<file path="src/rtl/spi_mem_pkg.sv">
// Shared definitions for the SPI SRAM CPU-side bridge: state encoding,
// address defaults and the address helper used to form master addresses.
package spi_mem_pkg;

    typedef enum logic [2:0] {
        ST_IDLE,
        ST_WR_CMD,
        ST_RD_CMD,
        ST_RD_WAIT,
        ST_PF_WAIT
    } bridge_state_e;

    localparam logic [23:0] ADDR_BASE_DEFAULT = 24'h000000;
    localparam logic [15:0] NO_PF_ADDR        = 16'hFFFF;

    // Carry out of bit 23 is intentionally dropped.
    function automatic logic [23:0] form_mem_addr(input logic [23:0] base,
                                                  input logic [15:0] cpu_addr);
        return base + {8'h00, cpu_addr};
    endfunction

endpackage

</file>
<file path="src/rtl/spi_sram_prefetch_bridge_if.sv">
// Bus bundles for the bridge: CPU request/complete bus and the command bus
// towards spi_sram_master. Signal names match the flat-port original.
interface cpu_bus_if;
    logic        cpu_req;
    logic        cpu_we;
    logic [15:0] cpu_addr;
    logic [7:0]  cpu_wdata;
    logic        cpu_done;
    logic [7:0]  cpu_rdata;

    modport master (output cpu_req, cpu_we, cpu_addr, cpu_wdata,
                    input  cpu_done, cpu_rdata);
    modport slave  (input  cpu_req, cpu_we, cpu_addr, cpu_wdata,
                    output cpu_done, cpu_rdata);
endinterface

interface mem_bus_if;
    logic        mem_en;
    logic        mem_wr;
    logic        mem_rburst;
    logic        mem_wburst;
    logic [23:0] mem_addr;
    logic [7:0]  mem_wdata;
    logic        mem_rdy;
    logic [7:0]  mem_rdata0;
    logic        mem_rdata_load;

    modport master (output mem_en, mem_wr, mem_rburst, mem_wburst, mem_addr, mem_wdata,
                    input  mem_rdy, mem_rdata0, mem_rdata_load);
    modport slave  (input  mem_en, mem_wr, mem_rburst, mem_wburst, mem_addr, mem_wdata,
                    output mem_rdy, mem_rdata0, mem_rdata_load);
endinterface

</file>
<file path="src/rtl/spi_sram_prefetch_bridge.sv">
// CPU front end for spi_sram_master: single-byte requests become master commands,
// and reads keep the SPI burst open to prefetch or stream the next sequential byte.
module spi_sram_prefetch_bridge
    import spi_mem_pkg::*;
#(
    parameter logic [23:0] ADDR_BASE = ADDR_BASE_DEFAULT,
    parameter bit          PREFETCH  = 1'b1
) (
    input  logic      clk,
    input  logic      rst,
    cpu_bus_if.slave  cpu,
    mem_bus_if.master mem
);

    bridge_state_e state_q, state_d;
    logic          cpu_done_q, cpu_done_d;
    logic [7:0]    cpu_rdata_q, cpu_rdata_d;
    logic          pf_valid_q, pf_valid_d;
    logic [15:0]   pf_addr_q, pf_addr_d;
    logic [7:0]    pf_data_q, pf_data_d;

    logic new_req;
    logic pf_ok;
    logic pf_hit;
    logic stream_hit;
    logic demand_last;
    logic write_pending;

    // The request is still held during the cpu_done cycle; it must not be taken twice.
    assign new_req       = cpu.cpu_req && !cpu_done_q;
    assign pf_ok         = PREFETCH && (cpu.cpu_addr != NO_PF_ADDR);
    assign pf_hit        = new_req && !cpu.cpu_we && pf_valid_q && (cpu.cpu_addr == pf_addr_q);
    assign stream_hit    = new_req && !cpu.cpu_we && (cpu.cpu_addr == pf_addr_q)
                           && (pf_addr_q != NO_PF_ADDR);
    assign demand_last   = new_req && !cpu.cpu_we && (cpu.cpu_addr == pf_addr_q)
                           && (pf_addr_q == NO_PF_ADDR);
    assign write_pending = new_req && cpu.cpu_we;

    always_ff @(posedge clk) begin
        if (rst) begin
            state_q     <= ST_IDLE;
            cpu_done_q  <= 1'b0;
            cpu_rdata_q <= '0;
            pf_valid_q  <= 1'b0;
            pf_addr_q   <= '0;
            pf_data_q   <= '0;
        end else begin
            state_q     <= state_d;
            cpu_done_q  <= cpu_done_d;
            cpu_rdata_q <= cpu_rdata_d;
            pf_valid_q  <= pf_valid_d;
            pf_addr_q   <= pf_addr_d;
            pf_data_q   <= pf_data_d;
        end
    end

    always_comb begin
        state_d     = state_q;
        cpu_done_d  = 1'b0;
        cpu_rdata_d = cpu_rdata_q;
        pf_valid_d  = pf_valid_q;
        pf_addr_d   = pf_addr_q;
        pf_data_d   = pf_data_q;

        unique case (state_q)
            ST_IDLE: begin
                if (pf_hit) begin
                    cpu_rdata_d = pf_data_q;
                    cpu_done_d  = 1'b1;
                    pf_valid_d  = 1'b0;
                end else if (write_pending) begin
                    pf_valid_d = 1'b0;
                    state_d    = ST_WR_CMD;
                end else if (new_req) begin
                    pf_valid_d = 1'b0;
                    state_d    = ST_RD_CMD;
                end
            end
            ST_WR_CMD: begin
                if (mem.mem_rdy) begin
                    cpu_done_d = 1'b1;
                    state_d    = ST_IDLE;
                end
            end
            ST_RD_CMD: begin
                if (mem.mem_rdy) begin
                    state_d = ST_RD_WAIT;
                end
            end
            ST_RD_WAIT: begin
                if (mem.mem_rdata_load) begin
                    cpu_rdata_d = mem.mem_rdata0;
                    cpu_done_d  = 1'b1;
                    pf_addr_d   = (cpu.cpu_addr == NO_PF_ADDR) ? NO_PF_ADDR
                                                               : cpu.cpu_addr + 16'd1;
                    state_d     = pf_ok ? ST_PF_WAIT : ST_IDLE;
                end
            end
            ST_PF_WAIT: begin
                if (mem.mem_rdata_load) begin
                    if (stream_hit) begin
                        cpu_rdata_d = mem.mem_rdata0;
                        cpu_done_d  = 1'b1;
                        pf_addr_d   = pf_addr_q + 16'd1;
                    end else if (demand_last) begin
                        cpu_rdata_d = mem.mem_rdata0;
                        cpu_done_d  = 1'b1;
                        pf_valid_d  = 1'b0;
                        state_d     = ST_IDLE;
                    end else begin
                        // A write seen with the closing strobe makes the byte stale at once.
                        pf_data_d  = mem.mem_rdata0;
                        pf_valid_d = !write_pending;
                        state_d    = ST_IDLE;
                    end
                end
            end
            default: state_d = ST_IDLE;
        endcase
    end

    always_comb begin
        mem.mem_en     = 1'b0;
        mem.mem_wr     = 1'b0;
        mem.mem_rburst = 1'b0;

        unique case (state_q)
            ST_WR_CMD: begin
                mem.mem_en = 1'b1;
                mem.mem_wr = 1'b1;
            end
            ST_RD_CMD: begin
                mem.mem_en     = 1'b1;
                mem.mem_rburst = pf_ok;
            end
            // Burst continuation must be visible in the strobe cycle itself.
            ST_RD_WAIT: begin
                if (mem.mem_rdata_load && pf_ok) begin
                    mem.mem_en     = 1'b1;
                    mem.mem_rburst = 1'b1;
                end
            end
            ST_PF_WAIT: begin
                if (mem.mem_rdata_load && stream_hit) begin
                    mem.mem_en     = 1'b1;
                    mem.mem_rburst = 1'b1;
                end
            end
            default: ;
        endcase
    end

    assign mem.mem_wburst = 1'b0;
    assign mem.mem_addr   = form_mem_addr(ADDR_BASE, cpu.cpu_addr);
    assign mem.mem_wdata  = cpu.cpu_wdata;
    assign cpu.cpu_done   = cpu_done_q;
    assign cpu.cpu_rdata  = cpu_rdata_q;

endmodule

</file>
<file path="src/flat_wrapper.sv">
// flat-port wrapper written by rule: the top's interface ports become plain ports
module spi_sram_prefetch_bridge_flat import spi_mem_pkg::*;
#(
    parameter logic [23:0] ADDR_BASE = ADDR_BASE_DEFAULT,
    parameter bit          PREFETCH  = 1'b1
)
  (clk, rst, cpu_cpu_req, cpu_cpu_we, cpu_cpu_addr, cpu_cpu_wdata, cpu_cpu_done, cpu_cpu_rdata, mem_mem_en, mem_mem_wr, mem_mem_rburst, mem_mem_wburst, mem_mem_addr, mem_mem_wdata, mem_mem_rdy, mem_mem_rdata0, mem_mem_rdata_load);
  cpu_bus_if cpu_i ();
  mem_bus_if mem_i ();
  input  logic clk;
  input  logic rst;
  input wire logic [$bits(cpu_i.cpu_req)-1:0] cpu_cpu_req;
  input wire logic [$bits(cpu_i.cpu_we)-1:0] cpu_cpu_we;
  input wire logic [$bits(cpu_i.cpu_addr)-1:0] cpu_cpu_addr;
  input wire logic [$bits(cpu_i.cpu_wdata)-1:0] cpu_cpu_wdata;
  output wire logic [$bits(cpu_i.cpu_done)-1:0] cpu_cpu_done;
  output wire logic [$bits(cpu_i.cpu_rdata)-1:0] cpu_cpu_rdata;
  output wire logic [$bits(mem_i.mem_en)-1:0] mem_mem_en;
  output wire logic [$bits(mem_i.mem_wr)-1:0] mem_mem_wr;
  output wire logic [$bits(mem_i.mem_rburst)-1:0] mem_mem_rburst;
  output wire logic [$bits(mem_i.mem_wburst)-1:0] mem_mem_wburst;
  output wire logic [$bits(mem_i.mem_addr)-1:0] mem_mem_addr;
  output wire logic [$bits(mem_i.mem_wdata)-1:0] mem_mem_wdata;
  input wire logic [$bits(mem_i.mem_rdy)-1:0] mem_mem_rdy;
  input wire logic [$bits(mem_i.mem_rdata0)-1:0] mem_mem_rdata0;
  input wire logic [$bits(mem_i.mem_rdata_load)-1:0] mem_mem_rdata_load;
  assign cpu_i.cpu_req = cpu_cpu_req;
  assign cpu_i.cpu_we = cpu_cpu_we;
  assign cpu_i.cpu_addr = cpu_cpu_addr;
  assign cpu_i.cpu_wdata = cpu_cpu_wdata;
  assign cpu_cpu_done = cpu_i.cpu_done;
  assign cpu_cpu_rdata = cpu_i.cpu_rdata;
  assign mem_mem_en = mem_i.mem_en;
  assign mem_mem_wr = mem_i.mem_wr;
  assign mem_mem_rburst = mem_i.mem_rburst;
  assign mem_mem_wburst = mem_i.mem_wburst;
  assign mem_mem_addr = mem_i.mem_addr;
  assign mem_mem_wdata = mem_i.mem_wdata;
  assign mem_i.mem_rdy = mem_mem_rdy;
  assign mem_i.mem_rdata0 = mem_mem_rdata0;
  assign mem_i.mem_rdata_load = mem_mem_rdata_load;
  spi_sram_prefetch_bridge #(.ADDR_BASE(ADDR_BASE), .PREFETCH(PREFETCH)) u_core (.clk(clk), .rst(rst), .cpu(cpu_i), .mem(mem_i));
endmodule
</file>
<file path="config.mk">
export PLATFORM = sky130hd
export DESIGN_NAME = spi_sram_prefetch_bridge_flat
export DESIGN_NICKNAME = d
export VERILOG_FILES = /design/src/rtl/spi_mem_pkg.sv /design/src/rtl/spi_sram_prefetch_bridge_if.sv /design/src/rtl/spi_sram_prefetch_bridge.sv /design/src/flat_wrapper.sv
export SDC_FILE = /design/constraint.sdc
export NUM_CORES = 1
export LEC_CHECK = 0
export BUFFER_PORTS_ARGS = -buffer_cell sky130_fd_sc_hd__buf_4
export CORE_UTILIZATION = 40
export DETAILED_ROUTE_END_ITERATION = 7
export GPL_TIMING_DRIVEN = 0
export PLACE_DENSITY = 0.64
export SKIP_CTS_REPAIR_TIMING = 1
export SYNTH_ARGS = -nofsm -noshare
export SYNTH_HDL_FRONTEND = slang
export SYNTH_SLANG_ARGS = --single-unit
</file>
<file path="constraint.sdc">
create_clock -name clk -period 5.58 [get_ports clk]
set_clock_uncertainty 0.1 [all_clocks]
set_input_delay 0.558 -clock clk [delete_from_list [all_inputs] [get_ports clk]]
set_output_delay 0.558 -clock clk [all_outputs]
set_load 0.02 [all_outputs]
</file>
# ---- Word level (Yosys, flattened, before mapping)
# Index checks and enable logic that the tools add are counted.
dict set report word_totals {
  input_bits 38
  register_bits 37
}
dict set report classes {
  bitwise_logic 2
  add_sub_neg 2
  reduce_logical 23
  n_mux 40
  eq_ne 20
}
# op n
set op_table {}
lappend op_table {{$mux 16} 4}
lappend op_table {{$mux 8} 5}
lappend op_table {{$add 16x1->16 const B} 2}
lappend op_table {{$eq 16x16->1 const B} 2}
lappend op_table {{$ne 16x16->1 const B} 2}
lappend op_table {{$pmux 16 s2} 1}
lappend op_table {{$mux 3} 9}
lappend op_table {{$pmux 8 s3} 1}
lappend op_table {{$eq 16x16->1} 1}
lappend op_table {{$mux 1} 15}
lappend op_table {{$pmux 3 s5} 1}
lappend op_table {{$ne 2x2->1 const B} 6}
lappend op_table {{$reduce_and 4->1} 3}
lappend op_table {{$logic_and 1x1->1} 10}
lappend op_table {{$reduce_and 7->1} 1}
lappend op_table {{$eq 3x2->1 const B} 2}
lappend op_table {{$ne 3x1->1 const B} 2}
lappend op_table {{$pmux 1 s3} 2}
lappend op_table {{$reduce_and 5->1} 1}
lappend op_table {{$ne 2x1->1 const B} 2}
lappend op_table {{$ne 4x1->1 const B} 1}
lappend op_table {{$pmux 1 s4} 1}
lappend op_table {{$reduce_bool 2->1} 2}
lappend op_table {{$eq 3x1->1 const B} 1}
lappend op_table {{7 further kinds} 10}

# ---- Logic depth before layout (Yosys ltp)
dict set report depth {
  depth_word 9
  ltp_mapped 9
}

# ---- Least setup slack after synthesis
# Ideal clock, no wire load.
dict set report synth_timing {
  kind {input-to-output}
  from {input port cpu_cpu_addr[12]}
  to {output port mem_mem_rburst}
  arrival_time_ns 1.754
  n_path_buf 0
  path_slack_ns 3.168
  required_time_ns 4.922
  stages 5
  path_cell_list {xnor2_1 -> nand4_1 -> nor4_4 -> nand4_1 -> a21oi_1}
}
dict set report synth_between {
  elab_chain_cells 6
}
# item line_no
set synth_rtl {}
lappend synth_rtl {{start, declared} flat_wrapper.sv:14} ;# input wire logic [$bits(cpu_i.cpu_addr)-1:0] cpu_cpu_addr;
lappend synth_rtl {{$eq 16x16->1} spi_sram_prefetch_bridge.sv:33} ;# assign stream_hit = new_req && !cpu.cpu_we && (cpu.cpu_addr == pf_addr_q)
lappend synth_rtl {{$logic_and 1x1->1} spi_sram_prefetch_bridge.sv:33}
lappend synth_rtl {{$logic_and 1x1->1} spi_sram_prefetch_bridge.sv:34} ;# && (pf_addr_q != NO_PF_ADDR);
lappend synth_rtl {{$logic_and 1x1->1} spi_sram_prefetch_bridge.sv:144} ;# if (mem.mem_rdata_load && stream_hit) begin
lappend synth_rtl {{$mux 1} spi_sram_prefetch_bridge.sv:144}
lappend synth_rtl {{$pmux 1 s3 (*)} spi_sram_prefetch_bridge.sv:127} ;# unique case (state_q)
lappend synth_rtl {{end, declared} flat_wrapper.sv:20} ;# output wire logic [$bits(mem_i.mem_rburst)-1:0] mem_mem_rburst;
# Mark *: on every way between the ends. The rest lies on a longest branch, timed or not.

# ---- Worst setup path in the final report
dict set report layout_timing {
  from {register u_core.pf_addr_q[0]}
  to {output port mem_mem_en}
}
dict set report layout_between {
  elab_chain_cells 6
}
# item line_no
set layout_rtl {}
lappend layout_rtl {{start, declared} spi_sram_prefetch_bridge.sv:19} ;# logic [15:0] pf_addr_q, pf_addr_d;
lappend layout_rtl {{start signal, assigned} spi_sram_prefetch_bridge.sv:52} ;# pf_addr_q <= pf_addr_d;
lappend layout_rtl {{$eq 16x16->1} spi_sram_prefetch_bridge.sv:33}
lappend layout_rtl {{$logic_and 1x1->1} spi_sram_prefetch_bridge.sv:33}
lappend layout_rtl {{$logic_and 1x1->1 (*)} spi_sram_prefetch_bridge.sv:34}
lappend layout_rtl {{$logic_and 1x1->1 (*)} spi_sram_prefetch_bridge.sv:144}
lappend layout_rtl {{$mux 1 (*)} spi_sram_prefetch_bridge.sv:144}
lappend layout_rtl {{$pmux 1 s3 (*)} spi_sram_prefetch_bridge.sv:127}
lappend layout_rtl {{end, declared} flat_wrapper.sv:18} ;# output wire logic [$bits(mem_i.mem_en)-1:0] mem_mem_en;
# Marks and branches as above.

==> results.md <==
- Crit start category: register
- Dpl cell area: 3540 um2
- Design Area, Final: 3660 um2
- RSZ-0062 raised after global routing: false
- Min Clock Period, post-route: 3.03 ns
- Maxcap violations: 0
- Setup violations, final: 0
- FF-to-FF setup slack: 3.09 ns
- Clock sink total: 37
- Row cnt: 30
- I/O pin count: 83
- Cell leakage power: 1.58 nW
- Multi-input logic area: 1820 um2
- Dominant synthesized flop cell: dfxtp_1
- Starting Density: 42.3%
- DP HPWL: 6270 um
- Slew @ Worst Pin: 0.638 ns
- Max Clk Rate: 330 MHz
- Cells after Synth: 360
- CORE AREA: 6910 um2
- VDD IR-drop max: 135 uV
- Number of global-route vias before repair: 2587
- CTS Root Cell: clkbuf_8
- Layout net count: 478
- WL/cell: 15.7 um
- Tot Pwr: 0.745 mW
- FF+latch area: 741 um2
- R2r endpoint: u_core.pf_addr_q[2]$_SDFFE_PP0P_
- Antenna Cells: 0
- WHS: 0.397 ns
- Mapped cell area: 2920 um2
- Via count: 3013
- Filler Cells Inserted: 691
- Syn Area/Cell: 8.11 um2
- WHS Endpoint: u_core.pf_addr_q[13]$_SDFFE_PP0P_
- Die W: 87.4 um
- Critical Path Fanout Max: 10
- First-pass DRT Iterations: 5
- Slowest CP cell: dfxtp_1
- Total congestion overflow: 0
- Worst path required time: 4.92 ns
- Arr. time, crit path: 2.37 ns
- Area growth from synthesis to layout: 25.4%
- CTS H-Tree Depth: 2
- Register area share after synthesis: 25.4%
- Num CTS Buffers: 5
- Final Hold Fails: 0
- Crit path kind: register to primary output
- GPL Wtd Cong: 0.908
- Most frequent cells in the layout: buf_4, dfxtp_1, xnor2_1, nand2_1, nor2_1
- Drt via density: 5.63
- IO buf count: 63
- Worst-Skew Late Latency: 0.30 ns
- Synth warn: 0
- Final TNS setup: 0 ns
- CTS clk-pin slew, worst paths: 0.08 ns
- Global-route wire length before repair: 13000 um
- CTS tree: yes
- Critical path's largest stage delay: 0.46 ns
- Ys async rst share: 0%
- DRC viols: 0
- R2R depth: 7
- Clock buffer depth: 2
- Most common cell after layout, fill and taps aside: buf_4
- ANT nets after route: 0
- Pin count of the biggest net entering global routing: 13
- Worst Hold Launch: u_core.pf_addr_q[13]$_SDFFE_PP0P_
- Cell variety after synth: 59
- Initial antenna violation count: 0
- Routed wire length: 8370 um
- Relative slew slack: 57.4%
- Worst setup EP type: primary output
- Cell Chain, Critical Path: ha_1, nand3_2, nor3_4, a31oi_1, nand3_1, nand2_1, buf_4
- Status: completed
- Post-layout util: 53.0%
- Post-synth EDFFs: 0
- Die Ht: 87.4 um
- Hold WC Path Type: register to register
- PD cells: 203 nW/um2
- Top cell type's share of synthesized area: 25.4%
- R2r startpoint: u_core.pf_addr_q[0]$_SDFFE_PP0P_
- Die ar.: 7650 um2
- Area leader, netlist: dfxtp_1
- Share of cells above drive strength 1: 29.8%
- First DRT Iteration DRCs: 340
- Ranking of synthesized cells by area: dfxtp_1, buf_4, xnor2_1, mux2i_1, a21oi_1
- Final Cycle Share: 54.3%
- Global-route usage over all layers: 22.0%
- Seq cells post-synth: 37
- Max Slew Vio Count: 0
- Worst hold stages: 2
==> flip-flops by register name, summed over array words and instances, names as in the netlist <==
name and count:
u_core.pf_data_q 8, u_core.state_q 3, u_core.cpu.cpu_done 1, u_core.pf_addr_q 16, u_core.pf_valid_q 1, u_core.cpu.cpu_rdata 8
==> logic make-up after synthesis <==
logic type	share of synthesized area (%)
other cells	0.128
flops	25.4
xor+xnor	9.60
compound gates	22.8
fa+ha+maj	0.857
buf+inv	13.5
simple gates	22.0
mux	5.83
==> metal layers <==
layer  part of all wire (%)  global-route usage [%]  routed length, um
met4                    2.3                    8.05                196
met2                     44                    33.9               3660
met1                     45                    30.6               3780
met3                    8.8                    3.70                737
met5                      0                       0                  0
==> synthesized netlist by cell type, types with 3 or more instances <==
library cell  number
a21o_1             3
o311a_1            8
buf_4             33
buf_6              3
mux2i_1           17
nand3_1           15
o21ai_0           12
a31oi_1            5
nor2_1            22
o22ai_1            6
nand4_1            9
a211oi_1           5
nor3_1            10
buf_2              8
and4_1             4
nor4_1             4
a21oi_1           20
inv_1              8
xnor2_1           23
xor2_1             9
o21ai_1           13
and3_1             9
nand2_1           22
clkbuf_1          10
dfxtp_1           37
==> critical path, delay by kind of cell, from the launching register on <==
family	cells	cell delay, ns
AOI/OAI and AO/OA	1	0.15
buffers and inverters	1	0.17
adders and majority gates	1	0.29
DFF	1	0.46
and+or+nand+nor	4	1.01
==> stage by stage <==
step | std cells | worst slack [ns]
finish | 535 | 2.55
global route | 535 | 2.36
CTS | 535 | 2.61
detailed placement | 527 | 2.67
global placement | 527 | 2.67
floorplan | 368 | 3.17
==> report_power, final <==
part / switching [mW] / internal, mW
Sequential: 0.0101 / 0.274
Clock: 0.106 / 0.145
Combinational: 0.116 / 0.0928
Total: 0.232 / 0.512
==> cell type report <==
class | count | share of cell area, %
sequential | 37 | 20.2
clock inverter | 2 | 1.02
inverter | 9 | 0.922
clock buffer | 6 | 2.25
tap | 96 | 3.28
multi-input combinational | 268 | 49.6
buffer | 54 | 9.80
timing repair buffer | 63 | 12.9
==> worst max-delay path by stage <==
stage,to,start,cells past startpoint
after detailed placement,mem_mem_en,cpu_cpu_addr[0],9
after global placement,mem_mem_en,cpu_cpu_addr[0],9
after global routing,mem_mem_en,u_core.state_q[0]$_SDFFE_PP0P_,7
after floorplan,mem_mem_rburst,cpu_cpu_addr[12],5
after CTS,mem_mem_en,u_core.pf_addr_q[0]$_SDFFE_PP0P_,7
final,mem_mem_en,u_core.pf_addr_q[0]$_SDFFE_PP0P_,7
Power figures use the tool's default switching activity.
